==> src/rtl/fetch_unit.sv <==
// Instruction-fetch stage: owns the PC, issues reads to a one-cycle-latency
// synchronous instruction memory and presents one instruction per cycle to
// the IF/ID register. It has a one-entry skid buffer for stalls, squashes on
// redirect, and stops fetching after a HALT opcode is consumed.
module fetch_unit #(
  parameter int                ADDR_W   = 16,
  parameter int                INSTR_W  = 16,
  parameter logic [ADDR_W-1:0] RESET_PC = '0,
  parameter logic [3:0]        HALT_OP  = 4'hF
) (
  input  logic               clk,
  input  logic               rst_n,
  input  logic               stall,
  input  logic               redirect,
  input  logic [ADDR_W-1:0]  redirect_pc,
  output logic               imem_en,
  output logic [ADDR_W-1:0]  imem_addr,
  input  logic [INSTR_W-1:0] imem_data,
  output logic [INSTR_W-1:0] instruction,
  output logic [ADDR_W-1:0]  instr_pc,
  output logic               instr_valid,
  output logic               halted
);

  logic [ADDR_W-1:0]  pc_q, pc_d;
  logic               rsp_valid_q, rsp_valid_d;
  logic [ADDR_W-1:0]  rsp_pc_q, rsp_pc_d;
  logic               hold_valid_q, hold_valid_d;
  logic [INSTR_W-1:0] hold_instr_q, hold_instr_d;
  logic [ADDR_W-1:0]  hold_pc_q, hold_pc_d;
  logic               halted_q, halted_d;

  logic               issue;
  logic               consume;
  logic               take_halt;
  logic [INSTR_W-1:0] sel_instr;
  logic [ADDR_W-1:0]  sel_pc;

  // Issue, output select and next-state computation.
  always_comb begin
    // NOTE: every signal gets a default first, so no path through this block
    // can leave a value unassigned and infer a latch.
    pc_d         = pc_q;
    rsp_valid_d  = 1'b0;
    rsp_pc_d     = rsp_pc_q;
    hold_valid_d = hold_valid_q;
    hold_instr_d = hold_instr_q;
    hold_pc_d    = hold_pc_q;
    halted_d     = halted_q;

    // Reads are suppressed while reset is asserted so the reset cycle shows
    // no request regardless of what the state held before.
    issue     = rst_n && !halted_q && (redirect || !stall);
    imem_en   = issue;
    imem_addr = redirect ? redirect_pc : pc_q;

    // The hold entry is older than any live response, so it is shown first.
    sel_instr   = hold_valid_q ? hold_instr_q : imem_data;
    sel_pc      = hold_valid_q ? hold_pc_q    : rsp_pc_q;
    instr_valid = rst_n && (hold_valid_q || rsp_valid_q) && !redirect;
    instruction = instr_valid ? sel_instr : '0;
    instr_pc    = instr_valid ? sel_pc    : '0;
    halted      = rst_n && halted_q;

    consume   = instr_valid && !stall;
    take_halt = consume && (sel_instr[INSTR_W-1 -: 4] == HALT_OP);

    if (issue) begin
      pc_d        = imem_addr + ADDR_W'(1);
      rsp_valid_d = 1'b1;
      rsp_pc_d    = imem_addr;
    end

    // Redirect discards everything older than the target fetch.
    if (redirect) begin
      hold_valid_d = 1'b0;
    end else if (hold_valid_q && !stall) begin
      hold_valid_d = 1'b0;
    end else if (rsp_valid_q && stall && !hold_valid_q) begin
      // The memory only drives this data for one cycle, so park it.
      hold_valid_d = 1'b1;
      hold_instr_d = imem_data;
      hold_pc_d    = rsp_pc_q;
    end

    // HALT is delivered, but the read issued alongside it must never appear.
    if (take_halt) begin
      halted_d    = 1'b1;
      rsp_valid_d = 1'b0;
    end
  end

  // Control state: synchronous active-low reset.
  always_ff @(posedge clk) begin
    // NOTE: sequential state uses non-blocking assignments so every flop
    // samples the pre-edge values and the result does not depend on order.
    if (!rst_n) begin
      pc_q         <= RESET_PC;
      rsp_valid_q  <= 1'b0;
      hold_valid_q <= 1'b0;
      halted_q     <= 1'b0;
    end else begin
      pc_q         <= pc_d;
      rsp_valid_q  <= rsp_valid_d;
      hold_valid_q <= hold_valid_d;
      halted_q     <= halted_d;
    end
  end

  // Payload registers: qualified by their valid bits, so they carry no reset.
  always_ff @(posedge clk) begin
    // NOTE: data-only registers skip reset; their valid flags are reset and
    // the outputs are forced to zero whenever nothing valid is shown.
    rsp_pc_q     <= rsp_pc_d;
    hold_instr_q <= hold_instr_d;
    hold_pc_q    <= hold_pc_d;
  end

endmodule

==> config.mk <==
export PLATFORM = sky130hd
export DESIGN_NAME = fetch_unit
export DESIGN_NICKNAME = d
export VERILOG_FILES = /design/src/rtl/fetch_unit.sv
export SDC_FILE = /design/constraint.sdc
export NUM_CORES = 1
export LEC_CHECK = 0
export CAP_MARGIN = 15
export CORE_MARGIN = 5
export CORE_UTILIZATION = 44
export CTS_BUF_LIST = sky130_fd_sc_hd__clkbuf_4 sky130_fd_sc_hd__clkbuf_8 sky130_fd_sc_hd__clkbuf_16
export DETAILED_ROUTE_END_ITERATION = 10
export PLACE_DENSITY = 0.77
export SLEW_MARGIN = 20
export SYNTH_ARGS = -nofsm -noshare
export SYNTH_HDL_FRONTEND = slang
export SYNTH_SLANG_ARGS = --single-unit
==> constraint.sdc <==
create_clock -name clk -period 3.6 [get_ports clk]
set_input_delay 0.54 -clock clk [delete_from_list [all_inputs] [get_ports clk]]
set_output_delay 0.54 -clock clk [all_outputs]
set_load 0.005 [all_outputs]
---- Word-level counts from Yosys, hierarchy flattened ----
Cells that the tools add are included.
operators by class
  $add $sub $neg .......................... 1
  multiplexer cells ....................... 6
  bitwise operators ....................... 3
  eq/ne operators ......................... 1
  reductions and logical operators ........ 19
operators by type and width
  operator                                                         number
  16-bit two-way mux                                               5
  16-bit by 1-bit adder with 16-bit output, second input constant  1
  1-bit logical AND                                                10
  4-bit == test, second input constant                             1
  1-bit logical NOT                                                4
  1-bit inverter                                                   3
  3-bit AND reduction                                              1
  3-bit OR reduction                                               1
  1-bit logical OR                                                 2
  2-bit OR reduction                                               1
  1-bit two-way mux                                                1
word-level totals
  flip-flop bits (word level) ............. 67
  bits of input ports ..................... 36

---- Longest topological paths before layout ----
  depth after elaboration ................. 6
  gate-level depth with buffers ........... 8
  depth with buffers taken out ............ 6

---- Worst setup path before layout ----
OpenSTA, ideal clock, no wires.
  kind .................................... input -> register
  start point ............................. input redirect
  end point ............................... register hold_instr_q[0] (enable)
  setup time .............................. 0.468 ns
  required time ........................... 3.132 ns
  data arrival time ....................... 3.251 ns
  stages .................................. 3
  slack ................................... -0.119 ns
  cell sequence ........................... buf_4 > nand2b_1 > nor3b_1
on the way
  word-level cells in the longest chain between the ends .. 2
RTL lines
  what                                  RTL line  RTL
  from (decl)                           14        input logic redirect,
  1-bit inverter (no source line)       --
  3-bit AND reduction (no source line)  --
  to (signal assigned)                  115       hold_instr_q <= hold_instr_d;
  to (decl)                             29        logic [INSTR_W-1:0] hold_instr_q, hold_instr_d;
No other way between the ends.
A chain may end at the register's enable or synchronous reset.

---- Worst setup path after layout ----
  start point ............................. input rst_n
  end point ............................... output instr_pc[5]
on the way
  word-level cells in the longest chain between the ends .. 3
RTL lines
  what                            RTL line  RTL
  from (decl)                     12        input logic rst_n,
  1-bit logical AND (2 in a row)  60        instr_valid = rst_n && (hold_valid_q || rsp_valid_q) && !redirect;
  16-bit two-way mux              62        instr_pc = instr_valid ? sel_pc : '0;
  to (decl)                       20        output logic [ADDR_W-1:0] instr_pc,
No other way between the ends.

==> metrics.md <==
| Metric | Value |
|---|---|
| Peak VDD IR | 0.2345 mV |
| Initial antenna violation count | 0 |
| Status | finished clean |
| Fin nets | 394 |
| Die area | around 0.0092 mm² |
| Part of the power in registers | 0.479 |
| Final ANT Viol Nets | 0 |
| Gr ovfl total | 0 |
| Post-Synthesis Cells | 267 |
| Fmax | 336.2 MHz |
| Crit path capture type | primary output |
| Crit path from | rst_n |
| RSZ-0062 raised after global routing | no |
| GRT Total Usage | 0.1768 |
| Final Cycle Share | 0.8261 |
| Worst slew pin tran | approximately 0.57 ns |
| Clock group share of total power | 0.380 |
| I/O Buffers | 86 |
| Hold-fix buffers, CTS | 0 |
| Cell Area, Synth | 0.003241 mm² |
| Die Ht | 95.82 µm |
| Reg2Reg Capture Point | pc_q[12] |
| Crit Path Max Fanout | 19 |
| Ys Warns | 0 |
| Final GP Congestion | 0.8593 |
| Worst setup margin | 0.6259 ns |
| Worst min-delay path category | reg2reg |
| Number of fill cells in the layout | roughly 580 |
| Detailed Routing Iterations Pass 1 | 4 |
| Final cell count without fillers | roughly 460 |
| Hold wc startpoint | rsp_pc_q[7] |
| DP Cell Count | 445 |
| Main synth FF type | edfxtp_1 |
| EDFF count, synth | 48 |
| Internal power | 1.467 mW |
| Layout cells sized above 1 | 0.1381 |
| TritonCTS clock tree | done |
| Fin. Hold Viols | 0 |
| Clock sink count | 67 |
| First-pass GRT wire length | roughly 12000 µm |
| Simple-gate share of the synthesized area | 0.1479 |
| Final wirelength | 7773 µm |
| Leakage | 1.525 nW |
| Postcts setup bufs | 0 |
| Commonest non-fill, non-tap cell in the layout | clkdlybuf4s50_1 |
| Hold Path Depth | 0 |
| Top Ports | 87 |
| Most frequent cells in the layout | 86 x clkdlybuf4s50_1, 48 x edfxtp_1, 35 x mux2i_1 |
| Top cells by area, synth | edfxtp_1 44%, dfxtp_1 12%, mux2i_1 11% |
| Core ar. | just over 0.007 mm² |
| Final setup fails | 0 |
| Multiplexer share of the synthesized area | 0.1510 |
| Worst EP required | around 3 ns |
| Clk pin slew, worst setup/hold paths | 0.07 ns |
| R2R Setup Slk | 1.66 ns |
| # rows | 31 |
| Switching share of power | 0.2262 |
| Final min period | just under 3 ns |
| Post-synthesis register bit count | 67 |
| Routed via count | about 2.5k |
| Vias per cell | 5.325 |
| P_sw | 0.4290 mW |
| DRC Markers | 0 |
| DRT iter0 DRCs | 115 |
| Ant diodes | 0 |
| Asr flop ratio synth | 0 |
| Die W | 95.82 µm |
| Arr. time, crit path | around 2.4 ns |
| Library cells used by synthesis | between 40 and 50 |
| Post-synthesis xor/xnor area fraction | 0.01081 |
| Clk_lat worst skew | 0.33 ns |
| H-tree depth | 3 |
| Post-synth top area cell | edfxtp_1 |
| Detailed placer's ending HPWL | 5662 µm |
| Slew headroom | 0.6184 |
| Post-cts sizing count | 0 |
| Register area share after synthesis | 0.5622 |
| Root Buffer | clkbuf_8 |
| RR Startpoint | pc_q[0] |
| Setup TNS | 0 ns |
| PwrDens | 424.5 mW/mm² |
| CTS Buf Count | 9 |
| Worst setup SP type | primary input |
| Gate power share | 0.141 |
| Compound-Gate Fraction of Synth Area | 0.09305 |
| Synth Area in Adders | 0.003861 |
| Mapped Nets | 304 |
| Synth top area share | 0.4448 |
| Area growth syn-to-layout | 37.84% |
| Largest family of logic cells by synthesized area | multiplexers |
| Hold endpoint | hold_pc_q[7] |
| Worst Skew | 0.005672 ns |
| Average cell area after synthesis | about 12 µm² |
| Critical path type | in2out |
| DP Worst Slack | 0.6155 ns |
| Avg WL per Cell | between 15 and 20 µm |
| Clock tree buffer depth | 2 |
| Register-to-Register Path Depth | 6 |
| Starting Density | 0.4492 |
| Max-cap violations | 0 |
| Final Slew Violations | 0 |
| Vias in the first global route | about 2.5k |
| Largest net degree at the start of global routing | 32 |
==> cell families after synthesis <==
group                    count (synthesis)
multiplexers                            47
XOR/XNOR                                 4
adder cells (fa/ha/maj)                  1
flip-flops                              67
AO/OA/AOI/OAI                           41
buffers and inverters                   22
AND/OR/NAND/NOR                         85
==> routing by layer <==
| metal | GRT usage | wire length, µm | vias to the layer above |
|---|---|---|---|
| met2 | 0.2889 | 3833 | 75 |
| li1 | - | - | 1193 |
| met1 | 0.2342 | 3510 | 1174 |
| met3 | 0.02658 | 281 | 13 |
| met5 | 0 | 0 | - |
| met4 | 0.07464 | 148 | 0 |
==> registers in the layout, indices dropped and copies added (netlist names) <==
| register | cells |
|---|---|
| halted_q | 1 |
| rsp_pc_q | 16 |
| hold_pc_q | 16 |
| rsp_valid_q | 1 |
| hold_valid_q | 1 |
| pc_q | 16 |
| hold_instr_q | 16 |
==> final cells by class <==
type	count	area, µm²	area share
Clock buffer	12	165.2	0.03697
Tap cell	99	123.9	0.02773
Timing Repair Buffer	95	928.4	0.2078
Sequential cell	67	1823	0.4081
Multi-Input combinational cell	178	1333	0.2983
Inverter	6	22.52	0.005042
Clock inverter	4	71.32	0.01597
==> power groups by stage <==
stage          Sequential [mW]  Combinational (mW)  Clock [mW]
2_1_floorplan            0.915               0.131           0
3_3_place_gp             0.922               0.261           0
3_5_place_dp             0.925               0.266           0
4_1_cts                  0.908               0.269       0.740
5_1_grt                  0.914               0.289       0.776
6_report                 0.909               0.266       0.720
==> worst max-delay path by stage <==
stage,cells past startpoint,slack [ns],endpoint
6_report,6,0.63,instr_pc[5]
5_1_grt,6,0.53,instr_pc[15]
4_1_cts,6,0.60,instr_pc[6]
3_5_place_dp,6,0.62,instr_pc[6]
3_3_place_gp,6,0.54,instr_pc[5]
2_1_floorplan,3,1.0,hold_instr_q[0]
==> cells in the mapped netlist (3+ instances only) <==
cell type,number
clkbuf_1,10
nand3_1,15
nand2_1,8
mux2i_1,35
a31oi_1,7
xnor2_1,4
o21ai_0,8
inv_1,6
a21oi_1,6
nor2_1,31
nand4_1,4
buf_2,3
o31ai_1,4
edfxtp_1,48
nand3b_1,5
and4_1,7
nand4b_1,3
mux2_2,11
o31ai_2,4
dfxtp_1,19
==> through the flow <==
step	hold WS (ns)	util	cell area, µm²	power, mW
final	0.4446	0.6191	4467	1.896
after global routing	0.4625	0.6191	4467	1.979
after CTS	0.4442	0.6191	4467	1.917
after detailed placement	0.4320	0.5864	4230	1.190
after global placement	0.4278	0.5864	4230	1.183
after floorplan	0.4257	-	3246	1.046
==> critical path, stage by stage <==
cell and delay (ns):
clkdlybuf4s50_1 0.52, nand2b_1 0.09, o21bai_2 0.33, buf_4 0.28, nor2_1 0.14, clkdlybuf4s50_1 0.53
Power figures use the tool's default switching activity.
